[src/rtl/serial_add_scheduler.sv]
// Round-robin scheduler that shares one external bit-serial adder between two
// parallel requesters and reassembles the LSB-first sum into a W-bit result.
module serial_add_scheduler #(
  parameter int W = 8
) (
  input  logic           clk,
  input  logic           rst_n,
  input  logic [1:0]     req_valid,
  input  logic [2*W-1:0] req_a,
  input  logic [2*W-1:0] req_b,
  output logic [1:0]     req_ready,
  output logic           ser_rst,
  output logic           ser_vld,
  output logic           ser_a,
  output logic           ser_b,
  output logic           ser_last,
  input  logic           ser_sum,
  output logic           res_valid,
  output logic [W-1:0]   res_sum,
  output logic           res_id,
  input  logic           res_ready
);

  localparam int CW = (W > 1) ? $clog2(W) : 1;
  localparam logic [CW-1:0] CNT_MAX = CW'(W - 1);

  typedef enum logic [1:0] {IDLE, SHIFT, DONE} state_t;

  state_t        state;
  logic          prio;
  logic [CW-1:0] cnt;
  logic [W-1:0]  op_a;
  logic [W-1:0]  op_b;
  logic          grant;
  logic          handshake;

  // The pointer requester wins a tie; otherwise whichever one is valid.
  assign grant     = req_valid[prio] ? prio : ~prio;
  assign req_ready = (rst_n && state == IDLE && |req_valid)
                     ? (grant ? 2'b10 : 2'b01) : 2'b00;
  assign handshake = |req_ready;

  // Serial outputs are forced low while reset is asserted so an aborted
  // operation never leaks a bit pair into the adder.
  assign ser_rst   = ~rst_n;
  assign ser_vld   = rst_n && state == SHIFT;
  assign ser_a     = ser_vld && op_a[cnt];
  assign ser_b     = ser_vld && op_b[cnt];
  assign ser_last  = ser_vld && cnt == CNT_MAX;
  assign res_valid = rst_n && state == DONE;

  // NOTE: reset is synchronous (sampled on the clock edge), and all state
  // uses non-blocking assignments so every register updates from pre-edge values.
  always_ff @(posedge clk) begin
    if (!rst_n) begin
      state   <= IDLE;
      prio    <= 1'b0;
      cnt     <= '0;
      op_a    <= '0;
      op_b    <= '0;
      res_sum <= '0;
      res_id  <= 1'b0;
    end else begin
      case (state)
        IDLE: begin
          if (handshake) begin
            op_a   <= grant ? req_a[W +: W] : req_a[0 +: W];
            op_b   <= grant ? req_b[W +: W] : req_b[0 +: W];
            res_id <= grant;
            prio   <= ~grant;
            cnt    <= '0;
            state  <= SHIFT;
          end
        end
        SHIFT: begin
          res_sum[cnt] <= ser_sum;
          cnt          <= cnt + 1'b1;
          if (cnt == CNT_MAX) state <= DONE;
        end
        DONE: begin
          if (res_ready) state <= IDLE;
        end
        default: state <= IDLE;
      endcase
    end
  end

endmodule

[config.mk]
export PLATFORM = sky130hd
export DESIGN_NAME = serial_add_scheduler
export DESIGN_NICKNAME = d
export VERILOG_FILES = /design/src/rtl/serial_add_scheduler.sv
export SDC_FILE = /design/constraint.sdc
export NUM_CORES = 1
export LEC_CHECK = 0
export BUFFER_PORTS_ARGS = -buffer_cell sky130_fd_sc_hd__buf_2
export CAP_MARGIN = 20
export CORE_ASPECT_RATIO = 0.5
export CORE_MARGIN = 1.5
export CORE_UTILIZATION = 30
export DETAILED_ROUTE_END_ITERATION = 6
export SLEW_MARGIN = 0
export SYNTH_ARGS = -nofsm -noshare
export SYNTH_HDL_FRONTEND = slang
export SYNTH_SLANG_ARGS = --single-unit
[constraint.sdc]
create_clock -name clk -period 1.41 [get_ports clk]
set_input_delay 0.141 -clock clk [delete_from_list [all_inputs] [get_ports clk]]
set_output_delay 0.141 -clock clk [all_outputs]
set_load 0.01 [all_outputs]
; Word-level counts from Yosys, hierarchy flattened
; Index checks and enable logic that the tools add are counted.
[op_classes]
reduce_logical = 15
add_sub_neg = 1
order_cmp = 3
n_mux = 20
eq_ne = 6
bitwise_logic = 3
[op_table]
columns = op, n
row1 = 2-to-1 mux 8 bit, 2
row2 = 2-to-1 mux 2 bit, 5
row3 = bitwise mux 8 bit, 1
row4 = logical AND 1 bit, 8
row5 = binary-select mux 1 bit (select 3 bit), 2
row6 = 2-to-1 mux 1 bit, 6
row7 = case mux 2 bit (3 select lines), 1
row8 = case mux 3 bit (2 select lines), 1
row9 = "< comparator 3 x 4 -> 1 bit, second input constant", 1
row10 = "!= test 2 bit, second input constant", 2
row11 = AND reduction 2 bit, 2
row12 = OR reduction 2 bit, 2
row13 = "adder 3 x 1 -> 3 bit, second input constant", 1
row14 = demux 1 bit (select 3 bit), 1
row15 = "equality test 3 bit, second input constant", 1
row16 = ">= comparator 3 x 1 -> 1 bit, second input constant", 1
row17 = 2-to-1 mux 3 bit, 1
row18 = inverter 1 bit, 3
row19 = AND reduction 3 bit, 1
row20 = "equality test 2 x 1 -> 1 bit, second input constant", 1
row21 = "equality test 2 bit, second input constant", 1
row22 = zero test 2 bit, 1
row23 = "< comparator 1 x 2 -> 1 bit, second input constant", 1
row24 = "!= test 2 x 1 -> 1 bit, second input constant", 1
row25 = nonzero test 2 bit, 1
[totals]
out_inout_bits = 17
register_bits = 31

; Depth between registers and ports, before layout
; Gate-level depths: netlist (run 1).
[depth]
depth_word = 8
mapped_depth = 6
mapped_depth_nobuf = 4

; Worst setup path before layout (run 1)
; No wires, ideal clock.
[synth_timing]
path_type = register to output
start = register state[1]
end = output ser_b
arrival_ns = 1.278
path_slack_ns = -0.009
path_stages_with_launch = 5
cell_sequence = dfxtp_1 -> clkbuf_1 -> and2b_1 -> nand2_1 -> nor4_1
[synth_via]
elab_chain_cells = 3
[synth_lines]
columns = item, line
row1 = "start, declared", 29  ; state_t state;
row2 = "start signal, assigned", 56  ; state <= IDLE;
row3 = "start signal, assigned", 72  ; state <= SHIFT;
row4 = "start signal, assigned", 78  ; if (cnt == CNT_MAX) state <= DONE;
row5 = equality test 2 x 1 -> 1 bit, 46  ; assign ser_vld = rst_n && state == SHIFT;
row6 = logical AND 1 bit, 46
row7 = logical AND 1 bit, 48  ; assign ser_b = ser_vld && op_b[cnt];
row8 = "end, declared", 15  ; output logic ser_b,
; Every way passes these cells.

; Final worst setup path (run 1)
[layout_timing]
start = register cnt[2]
end = output ser_b
[layout_via]
elab_chain_cells = 3
[layout_lines]
columns = item, line
row1 = "start, declared", 31  ; logic [CW-1:0] cnt;
row2 = "start signal, assigned", 77  ; cnt <= cnt + 1'b1;
row3 = binary-select mux 1 bit (select 3 bit), 48
row4 = 2-to-1 mux 1 bit (not written as such), 48
row5 = logical AND 1 bit, 48
; Every way passes these cells. The select of a mux whose other input is x is not followed.

==> metrics, run 1 <==
row count 19; worst setup path category reg2out; Die X-Extent 110.7 um; # diodes 0; minimum setup slack in the final design -0.2114 ns; cells after synthesis 199; Chip Height ~57 um; measured slew at the worst slew-check pin about 0.4 ns; result of the run complete, but fails checks; number of global-route vias before repair 1814; relative slew slack between 70% and 80%; number of port buffers between 50 and 60; Min Clock Period, post-route 1.621 ns; CTS Hold Buffers Added 0; wire length of the first global-routing pass 8.197 mm; Synth cell types 41; Startpoint Class register; worst-path maximum fanout 9; # setup viols final 5; Worst Path Arrival 1.48 ns; DR DRC count 0; total power of the final layout 2.633 mW; net count of the finished layout approximately 310; final antenna-violating net count 0; Detailed Route WL 5.025 mm; max-slew violation count 0; area overhead of the layout relative to synthesis 42.27%; clock buffer count from CTS 5; maximum resistive drop on vdd 0.4776 mV; static leakage power 1.036 nW; Fmax achieved 0.6168 GHz; Clk Tree Root Cell sky130_fd_sc_hd__clkbuf_16; clock skew 0.002835 ns; net count after synthesis 239; depth of the CTS H-tree 2; unrepaired setup endpoints after global routing yes; # clock sinks 31; detailed placement HPWL 3.641 mm; average cell area after synthesis 8.746 um2; effective utilization at floorplan 31.42%; detail-routed via count per cell 5.232; count of boundary I/O pins 55; total number of yosys warnings 0; total area of sequential cells 634.4 um2; required time of the critical path 1.27 ns; number of detailed-routing iterations run before antenna repair 4; type of the most critical hold path in2reg; multi-input combinational cell area roughly 1000 um2; largest net degree at the start of global routing 19; clk buf depth 2; initial antenna violation count 0; sequential element share of the synthesized area a little over a third; layout cell share with drive strength beyond 1 between 40% and 50%; Total Routing Usage GR about 16%; number of hold-slack violations in the final timing report 0; cell area after synthesis 1740 um2; Max-cap violations 0; total gr overflow 0; capturing element type of the critical path primary output; flip-flop and latch count after synthesis 31; drt wl/cell 14.57 um; Routability Congestion 0.7970; utilization after layout between 40% and 50%; starting DRC count in detailed routing 59; fill cell count roughly 540; worst hold slack around 0.14 ns; number of vias after detailed routing 1805; fin crit share 115.0%; power density normalized to cell area 1063 nW/um2; Std-Cell Core Area 5539 um2; CTS tree built; clock latency on the worst-skew pair 0.28 ns; Clock transition at path regs 0.05 ns; floorplan die area 6295 um2; failing checks setup timing
==> critical path, stage by stage (launching register included) <==
cell and delay [ns]:
sky130_fd_sc_hd__dfxtp_2 0.37, sky130_fd_sc_hd__buf_4 0.17, sky130_fd_sc_hd__and3_1 0.18, sky130_fd_sc_hd__nor4_2 0.30
sky130_fd_sc_hd__buf_2 0.19
==> stage by stage <==
step / instance area [um2] / worst slack, ns / instances / TNS, ns
2_1_floorplan: 1747 / 0.07138 / 199 / 0
3_3_place_gp: 2137 / 0.02900 / 327 / 0
3_5_place_dp: 2137 / -0.05030 / 327 / -0.05030
4_1_cts: 2412 / -0.1967 / 342 / -0.6093
5_1_grt: 2476 / -0.2981 / 345 / -1.006
6_report: 2476 / -0.2114 / 345 / -0.6012
==> cell families (layout without fill, tap and decap cells) <==
group,count (synthesis),in the layout,synth area share (%)
AOI/OAI and AO/OA,79,79,30.55
and+or+nand+nor,56,56,18.98
DFF,31,31,35.66
buffers and inverters,24,97,8.482
muxes,7,7,4.888
adders and majority gates,2,2,1.438
==> state kept, by name, summed over array words and instances, names as in the netlist <==
signal,count
state,2
res_id,1
prio,1
cnt,3
res_sum,8
op_b,8
op_a,8
==> power by group <==
group / switching, mW / internal, mW / total, mW / leakage (nW)
sequential: 0.0411 / 0.924 / 0.965 / 0.257
clock: 0.389 / 0.831 / 1.22 / 0.0838
combinational: 0.231 / 0.217 / 0.448 / 0.696
total: 0.661 / 1.97 / 2.63 / 1.04
==> layout by cell type (no fill, tap or decap), drive strengths merged, types with 4 or more instances in the layout <==
cell type,Yosys,final
nor3b,5,5
nand2b,4,4
a311oi,16,16
dfxtp,31,31
a21oi,31,31
buf,14,86
mux2i,4,4
clkbuf,7,5
o21ai,25,25
nand2,5,5
nand3,22,22
==> metal layers <==
metal | share of wire, % | GRT usage [%] | vias up | wire, um
li1 | - | - | 894 | -
met1 | 45 | 19.87 | 859 | 2279
met2 | 49 | 28.75 | 45 | 2487
met3 | 4.2 | 3.780 | 7 | 213
met4 | 0.86 | 5.311 | 0 | 43
met5 | 0 | 0 | - | 0
==> repair_timing <==
| action | 4_1_cts | 5_1_grt |
|---|---|---|
| endpoints found under the setup margin | 8 | 16 |
| pin swaps | 4 | 5 |
| gates resized for setup | 18 | 10 |
| buffers inserted | 7 | 3 |
==> worst paths after layout <==
| path | start | endpoint | slack, ns | cells after the start |
|---|---|---|---|---|
| max reg2reg | cnt[1] | state[0] | 0.02 | 5 |
| max | cnt[2] | ser_b | -0.21 | 4 |
| min reg2reg | res_sum[5] | res_sum[5] | 0.47 | 2 |
| min | req_b[9] | op_b[1] | 0.14 | 3 |
==> cell type report <==
class / instances / area share (%)
multi-input combinational: 144 / 42.04
sequential: 31 / 25.62
timing repair buffer: 86 / 21.37
clock buffer: 5 / 5.053
tap: 73 / 3.689
clock inverter: 3 / 1.769
inverter: 3 / 0.4548
==> cells in the mapped netlist <==
library cell | instances | area (um2)
sky130_fd_sc_hd__buf_8 | 1 | 15.01
sky130_fd_sc_hd__buf_4 | 2 | 15.01
sky130_fd_sc_hd__nand2_1 | 5 | 18.77
sky130_fd_sc_hd__o211a_1 | 1 | 10.01
sky130_fd_sc_hd__and3b_1 | 1 | 8.760
sky130_fd_sc_hd__mux2_2 | 2 | 22.52
sky130_fd_sc_hd__nand2b_1 | 4 | 25.02
sky130_fd_sc_hd__nor3_1 | 1 | 5.000
sky130_fd_sc_hd__and2_1 | 1 | 6.260
sky130_fd_sc_hd__nor2b_1 | 2 | 12.51
sky130_fd_sc_hd__and2b_1 | 2 | 15.01
sky130_fd_sc_hd__a2111oi_0 | 1 | 8.760
sky130_fd_sc_hd__a21bo_2 | 1 | 10.01
sky130_fd_sc_hd__mux2i_1 | 4 | 40.04
sky130_fd_sc_hd__or3b_1 | 1 | 8.760
sky130_fd_sc_hd__nor4_1 | 1 | 6.260
sky130_fd_sc_hd__nand3_1 | 22 | 110.1
sky130_fd_sc_hd__dfxtp_1 | 31 | 620.6
sky130_fd_sc_hd__a311oi_2 | 8 | 120.1
sky130_fd_sc_hd__o31ai_1 | 2 | 15.01
sky130_fd_sc_hd__ha_1 | 2 | 25.02
sky130_fd_sc_hd__buf_1 | 1 | 3.750
sky130_fd_sc_hd__a2bb2oi_1 | 1 | 8.760
sky130_fd_sc_hd__nand3b_1 | 1 | 7.510
sky130_fd_sc_hd__and2b_2 | 1 | 8.760
sky130_fd_sc_hd__nor2_1 | 3 | 11.26
sky130_fd_sc_hd__o22a_1 | 1 | 8.760
sky130_fd_sc_hd__clkbuf_1 | 6 | 22.52
sky130_fd_sc_hd__nand4_1 | 3 | 18.77
sky130_fd_sc_hd__o21ai_0 | 25 | 125.1
sky130_fd_sc_hd__and3_1 | 2 | 12.51
sky130_fd_sc_hd__a311oi_1 | 8 | 70.07
sky130_fd_sc_hd__clkbuf_2 | 1 | 5.000
sky130_fd_sc_hd__mux4_2 | 1 | 22.52
sky130_fd_sc_hd__buf_6 | 4 | 45.04
sky130_fd_sc_hd__nor3b_4 | 1 | 18.77
sky130_fd_sc_hd__buf_2 | 6 | 30.03
sky130_fd_sc_hd__inv_1 | 3 | 11.26
sky130_fd_sc_hd__nor3b_1 | 4 | 30.03
sky130_fd_sc_hd__a21oi_1 | 31 | 155.2
sky130_fd_sc_hd__or2_1 | 1 | 6.260
Note: power is estimated with default switching activity, not from simulation.
==> run 2, diff against run 1 <==
CORE_UTILIZATION = 50   (was 30)
PLACE_DENSITY = 0.79   (was default)
==> run 2 against run 1 <==
  * The run still ends with setup timing left
  * Global-route usage grew 12 points
  * Via count rose by 12%
  * Highest routed layer unchanged
  * Critical endpoint is now ser_a
  * Combinational power is 11% higher
  * Hold slack got worse by 0.011 ns
==> metrics, run 2 (synthesis results as in run 1) <==
result of the run complete, but fails checks; failing checks setup timing; initial antenna violation count 0 (unchanged); power dissipated by switching net loads 0.6449 mW (-2.5%); Routability Congestion 0.8532 (+7.1%); capturing element type of the critical path primary output; Die X-Extent 86.44 um (-22%); number of global-route vias before repair 1745 (-3.8%); Setup TNS -1.280 ns (-0.6785 ns); CTS tree built; Combinational Power Share 23.1% (+6.1 points); depth of the CTS H-tree 2 (unchanged); Clk Tree Root Cell sky130_fd_sc_hd__clkbuf_8; Crit path buffers/inverters 3 (+1); number of hold-slack violations in the final timing report 0 (unchanged); starting DRC count in detailed routing 150 (+150%); DR DRC count 0 (unchanged); clock buffer count from CTS 5 (unchanged); Worst Path Arrival 1.61 ns (+0.13 ns); number of detailed-routing iterations run before antenna repair 5 (+1); clock skew 0.009024 ns (+0.006189 ns); final antenna-violating net count 0 (unchanged); floorplan die area 3865 um2 (-39%); utilization after layout 79.37% (+35 points); measured slew at the worst slew-check pin 0.4533 ns (+0.05636 ns); row count 14 (-5); clock latency on the worst-skew pair 0.29 ns (about the same); reg-to-reg setup timing slack -0.03 ns (-0.05 ns); fin crit share 124.1% (+9.1 points); hold-critical path depth 3 (unchanged); Startpoint Class register; Largest delay share family, worst path buffers and inverters; clk buf depth 2 (unchanged); effective utilization at floorplan 55.20% (+24 points); total gr overflow 0 (unchanged); Min Clock Period, post-route 1.749 ns (+0.1280 ns); maximum resistive drop on vdd 0.5481 mV (+15%); most frequent standard cell in the layout excluding fill and tap cells sky130_fd_sc_hd__buf_2; count of boundary I/O pins 55 (unchanged); largest net degree at the start of global routing 19 (unchanged); biggest registers after layout op_a (8), op_b (8), res_sum (8); Total Routing Usage GR 28.32% (+12 points); Reg-to-Reg End state[0]; detail-routed via count per cell 6.349 (+21%); # setup viols final 7 (+2); Std-Cell Core Area 3153 um2 (-43%); power density normalized to cell area 859.8 nW/um2 (-19%); min-delay src req_b[14]; max-slew violation count 0 (unchanged); Fmax achieved 0.5716 GHz (-7.3%); worst-path maximum fanout 6 (-3); layout cell share with drive strength beyond 1 50.72% (+4.4 points); minimum setup slack in the final design -0.3394 ns (-0.1280 ns); Max-cap violations 0 (unchanged); type of the most critical hold path in2reg; static leakage power 1.042 nW (+0.59%); Chip Height 44.72 um (-21%); # clock sinks 31 (unchanged); wire length of the first global-routing pass 8.286 mm (+1.1%); required time of the critical path 1.27 ns (about the same); unrepaired setup endpoints after global routing yes; Pint 1.507 mW (-24%); switching power share of the total 29.97% (+4.9 points); Clock transition at path regs 0.07 ns (+0.02 ns); drt wl/cell 18.85 um (+29%); most used cells in the layout excluding fill and tap cells sky130_fd_sc_hd__buf_2, sky130_fd_sc_hd__buf_4, sky130_fd_sc_hd__dfxtp_1; area overhead of the layout relative to synthesis 43.78%; Detailed Route WL 5.993 mm (+19%); worst setup path category reg2out; number of port buffers 54 (unchanged); clock network fraction of design power 31.9% (-14 points); cell with the biggest individual delay on the critical path sky130_fd_sc_hd__dfxtp_4; Reg power frac 45.0% (+8.4 points); relative slew slack 69.75% (-3.6 points); number of cells on the critical path 6 (+2); detailed placement HPWL 3.420 mm (-6.1%); delay of the slowest cell on the worst path 0.38 ns (about the same); end of the worst hold path op_b[6]; # diodes 0 (unchanged); net count of the finished layout 317 (+1.9%); number of vias after detailed routing 2019 (+12%); cell depth of the worst flop-to-flop path 6 (+1); r2r startpoint cnt[1]; cell-by-cell trace of the critical path buf_8 > buf_4 > nand2b_4 > o22a_1 > a21oi_1 > buf_2
-- run 2: repair_timing --
action	4_1_cts	5_1_grt
gates resized for setup	21	31
buffers inserted	8	9
pin swaps	3	18
setup endpoints to repair	8	23
hold buffers	0	0
-- run 2: cell type report --
cell class	count	area (um2)
multi-input combinational	144	1124
fill	196	650.6
sequential	31	636.9
timing repair buffer	92	599.3
clock buffer	7	76.32
tap	40	50.05
inverter	3	11.26
clock inverter	1	5.005
-- run 2: per-stage QoR --
step / cells / hold WS [ns] / power, mW / setup WS, ns / cell area [um2]
finish: 318 / 0.1287 / 2.151 / -0.3394 / 2502
floorplan: 199 / 0.2744 / 1.243 / 0.07138 / 1747
CTS: 312 / 0.1274 / 2.076 / -0.2323 / 2317
global route: 318 / 0.1401 / 2.225 / -0.3791 / 2502
global placement: 296 / 0.4274 / 1.372 / 0.06726 / 2111
detailed placement: 296 / 0.4308 / 1.384 / -0.07089 / 2111
-- run 2: worst max-delay path by stage --
| stage | start | endpoint | slack [ns] |
|---|---|---|---|
| 2_1_floorplan | state[1] | ser_b | 0.07 |
| 3_3_place_gp | state[1] | req_ready[1] | 0.07 |
| 3_5_place_dp | cnt[1] | state[0] | -0.07 |
| 4_1_cts | cnt[1] | ser_b | -0.23 |
| 5_1_grt | cnt[1] | ser_a | -0.38 |
| 6_report | cnt[1] | ser_a | -0.34 |
-- run 2: metal layers --
layer	wire (um)	share of wire, %	GRT usage [%]
met1	2576	43	36.59
met2	2616	44	47.66
met3	530	8.8	6.947
met4	270	4.5	9.677
met5	0	0	0
-- run 2: worst min-delay path: cells and delay by family --
| kind | cells | cell delay (ns) |
|---|---|---|
| AO/OA/AOI/OAI | 1 | 0.08 |
| AND/OR/NAND/NOR | 1 | 0.05 |
| buffers and inverters | 1 | 0.10 |
-- run 2: power groups by stage --
stage,clock network (mW),registers (mW),logic [mW]
2_1_floorplan,0,0.966,0.276
3_3_place_gp,0,0.981,0.391
3_5_place_dp,0,0.982,0.402
4_1_cts,0.681,0.962,0.433
5_1_grt,0.718,0.971,0.536
6_report,0.685,0.968,0.498
==> run 3, diff against run 2 <==
CORE_MARGIN = 3   (was 1.5)
CORE_UTILIZATION = 30   (was 50)
PLACE_DENSITY = default   (was 0.79)
clock period = 1.8 ns   (was 1.41 ns; I/O delays follow)
==> run 3 against run 2 <==
  * The flow now finishes without violations
  * Sequential share of layout area increased by 2.8 points
  * Clock-buffer cell count decreased by 1
  * Routed wire length decreased by 19%
  * Cell count increased by 0.31%
  * Setup slack improved by 0.44 ns
  * Global-route usage decreased by 13 points
  * Cell area decreased by 11%
  * Non-clock buffer count decreased by 29
  * Sequential power decreased by 21%
  * Combinational power decreased by 42%
  * Register-to-register slack improved by 0.29 ns
  * Core utilization decreased by 37 points
  * Largest cell class unchanged
==> metrics, run 3 (synthesis results as in run 1) <==
Clock transition at path regs 0.05 ns (-0.02 ns); worst-path maximum fanout 12 (+6); clock network fraction of design power 48.5% (+17 points); floorplan die area 6807 um2 (+76%); layout cell share with drive strength beyond 1 36.95% (-14 points); measured slew at the worst slew-check pin 0.5606 ns (+0.1073 ns); Detailed Route WL 4.832 mm (-19%); detail-routed via count per cell 5.417 (-15%); area overhead of the layout relative to synthesis 27.39%; number of non-filler instances in the completed layout 319 (+0.31%); power dissipated by switching net loads 0.4934 mW (-23%); number of hold-slack violations in the final timing report 0 (unchanged); drt wl/cell 15.15 um (-20%); required time of the critical path 1.62 ns (+0.35 ns); count of boundary I/O pins 55 (unchanged); total area of sequential cells 626.9 um2 (-1.6%); net count of the finished layout 288 (-9.1%); # setup viols final 0 (-7); max-slew violation count 0 (unchanged); Routability Congestion 0.7843 (-8.1%); placed cell count 311 (+5.1%); capturing element type of the critical path primary output; most used cells in the layout excluding fill and tap cells sky130_fd_sc_hd__buf_2, sky130_fd_sc_hd__a21oi_1, sky130_fd_sc_hd__dfxtp_1; Pint 1.544 mW (+2.5%); initial antenna violation count 0 (unchanged); Max-cap violations 0 (unchanged); number of vias after detailed routing 1728 (-14%); Chip Height 59.86 um (+34%); power density normalized to cell area 918.7 nW/um2 (+6.9%); cell with the biggest individual delay on the critical path sky130_fd_sc_hd__dfxtp_2; # diodes 0 (unchanged); number of global-route vias before repair 1711 (-1.9%); min-delay src req_b[11]; Fmax achieved 0.5899 GHz; final antenna-violating net count 0 (unchanged); clk buf depth 2 (unchanged); result of the run finished, final reports clean; Clk Tree Root Cell sky130_fd_sc_hd__clkbuf_16; Die X-Extent 113.7 um (+32%); Total Routing Usage GR 14.90% (-13 points); effective utilization at floorplan 33.17% (-22 points); number of port buffers 54 (unchanged); CTS Hold Buffers Added 0 (unchanged); Startpoint Class register; delay of the slowest cell on the worst path 0.35 ns (-0.03 ns); r2r startpoint cnt[1]; Std-Cell Core Area 5248 um2 (+66%); Worst Path Arrival 1.52 ns (-0.09 ns); worst setup path category reg2out; cell-by-cell trace of the critical path buf_4 > nand2b_1 > o22a_1 > a21oi_1 > buf_2; clock buffer count from CTS 5 (unchanged); unrepaired setup endpoints after global routing no; depth of the CTS H-tree 2 (unchanged); clock skew 0.003774 ns (-0.005250 ns); Combinational Power Share 14.2% (-8.9 points); fin crit share 94.17%; starting DRC count in detailed routing 129 (-14%); switching power share of the total 24.22% (-5.8 points); total gr overflow 0 (unchanged); static leakage power 0.9063 nW (-13%); detailed placement HPWL 3.513 mm (+2.7%); clock latency on the worst-skew pair 0.28 ns (about the same); wire length of the first global-routing pass 7.997 mm (-3.5%); Setup TNS 0 ns (+1.280 ns); crit path from cnt[1]; most frequent standard cell in the layout excluding fill and tap cells sky130_fd_sc_hd__buf_2; largest net degree at the start of global routing 18 (-1); multi-input combinational cell area 979.7 um2 (-13%); biggest registers after layout op_a (8), op_b (8), res_sum (8); number of detailed-routing iterations run before antenna repair 4 (-1); fill cell count 528 (+170%); row count 18 (+4); maximum resistive drop on vdd 0.4638 mV (-15%); # clock sinks 31 (unchanged); type of the most critical hold path in2reg; Reg power frac 37.3% (-7.7 points); relative slew slack 62.59% (-7.2 points); CTS tree built; Min Clock Period, post-route 1.695 ns; worst hold slack 0.1818 ns (+0.05311 ns); DR DRC count 0 (unchanged)
-- run 3: critical path, delay by kind of cell, from the launching register on --
family	cells	cell delay, ns
simple gates	1	0.19
buf+inv	2	0.33
compound gates	2	0.37
flops	1	0.35
-- run 3: power by group through the flow --
stage / sequential, mW / clock (mW) / combinational [mW]
after CTS: 0.758 / 0.995 / 0.290
after detailed placement: 0.772 / 0 / 0.289
after floorplan: 0.757 / 0 / 0.215
after global routing: 0.764 / 1.03 / 0.328
final: 0.760 / 0.988 / 0.289
after global placement: 0.771 / 0 / 0.283
-- run 3: repair_timing --
| action | CTS | global route |
|---|---|---|
| endpoints found under the setup margin | 3 | 2 |
| setup buffers | 0 | 0 |
| gates resized for setup | 4 | 3 |
-- run 3: final timing paths --
check                    end  slack (ns)  cells past startpoint
setup / recovery       ser_a        0.10                      5
hold / removal       op_b[3]        0.18                      3
setup reg to reg    state[0]        0.26                      4
hold reg to reg   res_sum[2]        0.47                      2
-- run 3: cell type report --
cell class | count | area share (%)
flip-flops and latches | 31 | 28.27
well taps | 70 | 3.950
multi-input cells | 144 | 44.19
repair buffers | 63 | 15.24
clock inverters | 2 | 1.580
inverters | 3 | 0.5079
clock buffers | 6 | 6.264
-- run 3: per-stage QoR --
| step | total power [mW] | worst slack (ns) | cell area, um2 | util, % |
|---|---|---|---|---|
| finish | 2.037 | 0.1049 | 2217 | 42.25 |
| floorplan | 0.9719 | 0.3417 | 1740 | - |
| global placement | 1.054 | 0.2771 | 2029 | 38.67 |
| CTS | 2.044 | 0.02474 | 2208 | 42.08 |
| detailed placement | 1.061 | 0.2064 | 2029 | 38.67 |
| global route | 2.125 | 0.004311 | 2217 | 42.25 |
-- run 3: routing by layer --
layer | global-route usage (%) | routed length (um) | vias to the layer above | part of all wire, %
met5 | 0 | 0 | - | 0
met4 | 6.336 | 61 | 0 | 1.3
met3 | 4.247 | 294 | 5 | 6.1
met2 | 23.18 | 2214 | 51 | 46
met1 | 19.56 | 2261 | 823 | 47
li1 | - | - | 849 | -
